--- src/rtl/mc_control_fsm.sv ---
// Multi-cycle RV32I control unit: sequences IF/ID/EX/MEM/WB over a shared
// memory with a request/ready handshake, plus halt, timeout, illegal-opcode
// detection and a retired-instruction counter.
module mc_control_fsm #(
   parameter int unsigned MEM_TIMEOUT = 0,
   parameter int unsigned CNT_W       = 32
) (
   input  logic             clk,
   input  logic             reset,
   input  logic [6:0]       opcode,
   input  logic             bcond,
   input  logic             mem_ready,
   input  logic             halt_req,
   output logic             mem_read,
   output logic             mem_write,
   output logic             i_or_d,
   output logic             ir_write,
   output logic             pc_write,
   output logic             pc_write_cond,
   output logic             pc_source,
   output logic             reg_write,
   output logic [1:0]       wb_sel,
   output logic [1:0]       alu_src_a,
   output logic [1:0]       alu_src_b,
   output logic [1:0]       alu_op,
   output logic             is_halted,
   output logic             mem_err,
   output logic             illegal,
   output logic [CNT_W-1:0] retired
);

   localparam int unsigned WAIT_W = (MEM_TIMEOUT < 2) ? 1 : $clog2(MEM_TIMEOUT + 1);

   localparam logic [6:0] OP_R     = 7'b0110011;
   localparam logic [6:0] OP_I     = 7'b0010011;
   localparam logic [6:0] OP_LD    = 7'b0000011;
   localparam logic [6:0] OP_ST    = 7'b0100011;
   localparam logic [6:0] OP_BR    = 7'b1100011;
   localparam logic [6:0] OP_JAL   = 7'b1101111;
   localparam logic [6:0] OP_JALR  = 7'b1100111;
   localparam logic [6:0] OP_ECALL = 7'b1110011;

   typedef enum logic [2:0] {
      S_IF   = 3'd0,
      S_ID   = 3'd1,
      S_EX   = 3'd2,
      S_MEM  = 3'd3,
      S_WB   = 3'd4,
      S_HALT = 3'd5
   } state_t;

   state_t            state_q, state_d;
   logic [WAIT_W-1:0] wait_cnt_q, wait_cnt_d;
   logic [CNT_W-1:0]  retired_q, retired_d;
   logic              is_halted_q, is_halted_d;
   logic              mem_err_q, mem_err_d;

   logic is_ld, is_st, is_ecall, is_known, timeout_hit;

   // bcond is applied by the datapath through pc_write_cond; not needed here
   logic unused_bcond;
   assign unused_bcond = bcond;

   assign is_halted = is_halted_q;
   assign mem_err   = mem_err_q;
   assign retired   = retired_q;

   // Opcode class decode and memory-wait timeout detection
   always_comb begin
      is_ld       = (opcode == OP_LD);
      is_st       = (opcode == OP_ST);
      is_ecall    = (opcode == OP_ECALL);
      is_known    = (opcode == OP_R)  || (opcode == OP_I)   || is_ld || is_st ||
                    (opcode == OP_BR) || (opcode == OP_JAL) || (opcode == OP_JALR) || is_ecall;
      // this cycle is the MEM_TIMEOUT-th without ready; a late ready still wins
      timeout_hit = (MEM_TIMEOUT != 0) && !mem_ready &&
                    (wait_cnt_q == WAIT_W'(MEM_TIMEOUT - 1));
   end

   // State register, wait counter, retired counter and sticky flags
   always_ff @(posedge clk or posedge reset) begin
      if (reset) begin
         state_q     <= S_IF;
         wait_cnt_q  <= '0;
         retired_q   <= '0;
         is_halted_q <= 1'b0;
         mem_err_q   <= 1'b0;
      end else begin
         state_q     <= state_d;
         wait_cnt_q  <= wait_cnt_d;
         retired_q   <= retired_d;
         is_halted_q <= is_halted_d;
         mem_err_q   <= mem_err_d;
      end
   end

   // Next state and control outputs; outputs follow state and handshake inputs
   always_comb begin
      state_d       = state_q;
      wait_cnt_d    = '0;
      retired_d     = retired_q;
      is_halted_d   = is_halted_q;
      mem_err_d     = mem_err_q;
      mem_read      = 1'b0;
      mem_write     = 1'b0;
      i_or_d        = 1'b0;
      ir_write      = 1'b0;
      pc_write      = 1'b0;
      pc_write_cond = 1'b0;
      pc_source     = 1'b0;
      reg_write     = 1'b0;
      wb_sel        = 2'd0;
      alu_src_a     = 2'd0;
      alu_src_b     = 2'd0;
      alu_op        = 2'd0;
      illegal       = 1'b0;

      case (state_q)
         S_IF: begin
            mem_read  = 1'b1;
            alu_src_b = 2'd2;
            if (mem_ready) begin
               ir_write = 1'b1;
               pc_write = 1'b1;
               state_d  = S_ID;
            end else if (timeout_hit) begin
               mem_err_d = 1'b1;
               state_d   = S_HALT;
            end
         end
         S_ID: begin
            alu_src_a = 2'd1;
            alu_src_b = 2'd1;
            if (is_ecall) begin
               state_d = halt_req ? S_HALT : S_IF;
            end else if (is_known) begin
               state_d = S_EX;
            end else begin
               illegal = 1'b1;
               state_d = S_IF;
            end
         end
         S_EX: begin
            state_d = S_IF;
            case (opcode)
               OP_R: begin
                  alu_src_a = 2'd2;
                  alu_op    = 2'd1;
                  state_d   = S_WB;
               end
               OP_I: begin
                  alu_src_a = 2'd2;
                  alu_src_b = 2'd1;
                  alu_op    = 2'd1;
                  state_d   = S_WB;
               end
               OP_LD, OP_ST: begin
                  alu_src_a = 2'd2;
                  alu_src_b = 2'd1;
                  state_d   = S_MEM;
               end
               OP_BR: begin
                  alu_src_a     = 2'd2;
                  alu_op        = 2'd2;
                  pc_write_cond = 1'b1;
                  pc_source     = 1'b1;
               end
               OP_JAL: begin
                  reg_write = 1'b1;
                  wb_sel    = 2'd2;
                  pc_write  = 1'b1;
                  pc_source = 1'b1;
               end
               OP_JALR: begin
                  alu_src_a = 2'd2;
                  alu_src_b = 2'd1;
                  reg_write = 1'b1;
                  wb_sel    = 2'd2;
                  pc_write  = 1'b1;
               end
               default: state_d = S_IF;
            endcase
         end
         S_MEM: begin
            i_or_d    = 1'b1;
            mem_read  = is_ld;
            mem_write = is_st;
            if (mem_ready) begin
               state_d = is_ld ? S_WB : S_IF;
            end else if (timeout_hit) begin
               mem_err_d = 1'b1;
               state_d   = S_HALT;
            end
         end
         S_WB: begin
            reg_write = 1'b1;
            wb_sel    = is_ld ? 2'd1 : 2'd0;
            state_d   = S_IF;
         end
         S_HALT: state_d = S_HALT;
         default: state_d = S_IF;
      endcase

      if (state_d == S_HALT) is_halted_d = 1'b1;

      // wait counter runs only while a memory state is held waiting for ready
      if ((MEM_TIMEOUT != 0) && (state_d == state_q) &&
          ((state_q == S_IF) || (state_q == S_MEM))) begin
         wait_cnt_d = wait_cnt_q + WAIT_W'(1);
      end

      // an instruction retires whenever control returns to IF, except on illegal
      if ((state_d == S_IF) && !illegal &&
          ((state_q == S_ID) || (state_q == S_EX) || (state_q == S_MEM) || (state_q == S_WB))) begin
         retired_d = retired_q + CNT_W'(1);
      end

      // reset aborts any access at once: no request or enable leaks out
      if (reset) begin
         mem_read      = 1'b0;
         mem_write     = 1'b0;
         ir_write      = 1'b0;
         pc_write      = 1'b0;
         pc_write_cond = 1'b0;
         reg_write     = 1'b0;
         illegal       = 1'b0;
      end
   end

endmodule

--- config.mk ---
export PLATFORM = sky130hd
export DESIGN_NAME = mc_control_fsm
export DESIGN_NICKNAME = d
export VERILOG_FILES = /design/src/rtl/mc_control_fsm.sv
export SDC_FILE = /design/constraint.sdc
export NUM_CORES = 1
export LEC_CHECK = 0
export ABC_AREA = 1
export BUFFER_PORTS_ARGS = -buffer_cell sky130_fd_sc_hd__buf_4
export CAP_MARGIN = 30
export CELL_PAD_IN_SITES_DETAIL_PLACEMENT = 2
export CELL_PAD_IN_SITES_GLOBAL_PLACEMENT = 2
export CORE_UTILIZATION = 31
export CTS_CLUSTER_SIZE = 14
export DETAILED_ROUTE_END_ITERATION = 10
export GPL_ROUTABILITY_DRIVEN = 0
export PLACE_DENSITY_LB_ADDON = 0.1
export SLEW_MARGIN = 5
export SYNTH_ARGS = -nofsm -noshare
export SYNTH_HDL_FRONTEND = slang
export SYNTH_SLANG_ARGS = --single-unit
--- constraint.sdc ---
create_clock -name clk -period 2.8 [get_ports clk]
set_input_delay 0.14 -clock clk [delete_from_list [all_inputs] [get_ports clk]]
set_output_delay 0.14 -clock clk [all_outputs]
set_load 0.01 [all_outputs]
==> qor.yml <==
clk_latency_ps: 290
drv_cap: 0
critPathKind: "flop to flop"
fp.dieW_um: 94.53
end_kind: "flop"
r2r_end: "retired[16]$_DFFE_PP0P_"
io_buffers: 60
core_area_um2: 8258
cp.arrival_ps: 2350
grt_util_all_layers: 0.2181
dr.pass1.iters: 4
cts_buffer_depth: 2
synth_common_cells: "nand2_1 (153), nor2_1 (70), nand3_1 (40)"
drc: 0
grt_max_degree: 33
cts_sinks: 36
slew_viol_final: 0
clk_pin_slew_ps: 80
synth_largest_area_cell: "dfrtp_1"
setup_viol: 0
cp_common_cell: "nand2_1"
wl_um: 9072
slowest_delay_ps: 410
hold_class: "input pin to asynchronous set/reset pin"
min_period_ps: 2183
worst_slew_pin_slew_ps: 836.8
via_per_inst: 4.917
required_ps: 2970
finalNonFillerCells: 576
r2r_setup_slack_ps: 620
post_cts_buffers: 0
crit_fanout: 32
htree_levels: 2
dp_hpwl_um: 7229
yosysUniqueCellTypes: 27
outcome: "completed"
synth-seq-cells: 36
diodes: 0
antenna_found_initial: 0
skew_ps: 7.858
netlist_area_um2: 2654
fmax_mhz: 458.1
postSynthAreaPerCell_um2: 6.441
yosys.area.top_type_share: 0.3395
yosysWarnings: 0
wl_per_cell_um: 15.75
fillers: 1093
yosysSeqAreaShare: 0.3395
p_leak_nw: 1.606
multi_input_area_um2: 1514
yosys-top-cells-area: "dfrtp_1 (34%), nand2_1 (22%), nor2_1 (9.9%)"
drt_iter0_drc: 45
placed_cell_area_um2: 3166
grt_pass1_wl_um: 15120
cts.repair.resized: 0
final_area_um2: 3256
fin_crit_sh: 0.7797
slowest_stage: "dfrtp_1"
hold_viol: 0
ioPinCount: 63
async_flop_share: 1.000
dpl.cell_count: 568
nets: 483
syn_nets: 425
setup_tns_ps: 0
peakVddDrop_v: 0.0002219
cts-buffers-inserted: 5
register_area_um2: 900.9
crit_chain: "inv_1, nor2_1, nand2_2, nor2_1, nand2_1, nand3_2, nor2_4, nand3_4, nand2_1, nand2_1"
start_kind: "flop"
hold_buffers: 0
synth_edf_count: 0
start_util: 0.3214
ant_nets: 0
die_h_um: 94.53
drive_gt1_frac: 0.1699
maxSlewHeadroom: 0.4415
overflow: 0
vias: 2832
synthCells: 412
root_buffer: "clkbuf_8"
yosys.cell_count.top_type: "nand2_1"
rr_worst_depth: 10
p_per_area_nw_per_um2: 385.8
die_area_um2: 8935
synthToLayoutAreaGrowth_pct: 22.68
rows: 33
r2r_start: "state_q[1]$_DFF_PP0_"
grt_pass1_vias: 3106
rsz0062_at_grt: "no"
synth-main-ff-cell: "dfrtp_1"
cts_tree: "done"
==> final cells by class <==
| class | instances | share of cell area |
|---|---|---|
| sequential | 36 | 0.2767 |
| multi-input combinational | 324 | 0.4650 |
| inverter | 41 | 0.04727 |
| tap | 105 | 0.04035 |
| clock buffer | 8 | 0.02767 |
| timing repair buffer | 62 | 0.1430 |
==> sequential cells by signal, summed over array words and instances (netlist names) <==
register	flops
retired	32
state_q	3
is_halted	1
==> kinds of logic (layout without fill, tap and decap cells) <==
kind of cell | after synthesis | in the layout | synth area share
other | 1 | 1 | 0.001413
flip-flops | 36 | 36 | 0.3395
AND/OR/NAND/NOR | 285 | 285 | 0.4536
buffers and inverters | 52 | 111 | 0.09005
AO/OA/AOI/OAI | 9 | 9 | 0.01838
adder cells (fa/ha/maj) | 1 | 1 | 0.004714
XOR/XNOR | 28 | 28 | 0.09241
==> routing by layer <==
layer,track usage,wire (µm),up-vias
li1,-,-,1384
met1,0.2697,4190,1400
met2,0.4046,4563,43
met3,0.02979,260,5
met4,0.03788,58,0
met5,0,0,-
==> worst max-delay path, delay by kind of cell, from the launching register on <==
| family | cells | cell delay, ps |
|---|---|---|
| flops | 1 | 410 |
| simple gates | 9 | 1510 |
| buf+inv | 1 | 140 |
==> stage by stage <==
step                setup WS [ps]  power [W]  utilization  hold slack, ps
floorplan                    1223  0.0007612            -           315.8
global placement            688.5  0.0008551       0.3833           415.0
detailed placement          566.7  0.0008744       0.3833           428.7
CTS                         531.2   0.001284       0.3942           94.66
global route                392.9   0.001333       0.3942           130.1
finish                      616.9   0.001256       0.3942           74.86
==> worst max-delay path by stage <==
stage | end | cells after the start | slack (ps) | start
floorplan | retired[26]$_DFFE_PP0P_ | 9 | 1220 | retired[0]$_DFFE_PP0P_
global placement | retired[28]$_DFFE_PP0P_ | 10 | 690 | state_q[1]$_DFF_PP0_
detailed placement | retired[30]$_DFFE_PP0P_ | 10 | 570 | state_q[1]$_DFF_PP0_
CTS | retired[16]$_DFFE_PP0P_ | 10 | 530 | state_q[1]$_DFF_PP0_
global route | retired[30]$_DFFE_PP0P_ | 10 | 390 | state_q[1]$_DFF_PP0_
finish | retired[16]$_DFFE_PP0P_ | 10 | 620 | state_q[1]$_DFF_PP0_
==> cells in the final DEF, fill, tap and decap left out <==
cell type and n:
nand3_2 2, conb_1 1, xor2_1 22, nor2_2 1
nand3b_1 2, inv_2 3, inv_1 38, nand2_2 3
a21oi_1 5, clkbuf_8 6, nor2_4 2, clkbuf_1 2
nand4_1 5, o21ai_0 3, nand3_1 40, or2_1 1
nand3_4 1, ha_1 1, nand2_1 153, nor2_1 70
o2111ai_1 1, nor3_1 2, xnor2_1 6, dfrtp_1 36
buf_4 62, nor4_1 3
==> report_power, final <==
group	switching, W	internal, W	total, W	leakage (nW)
clock network	0.000198	0.000201	0.000400	0.0455
registers	0.0000467	0.000549	0.000596	0.491
logic	0.000158	0.000103	0.000261	1.07
Power figures use the tool's default switching activity.
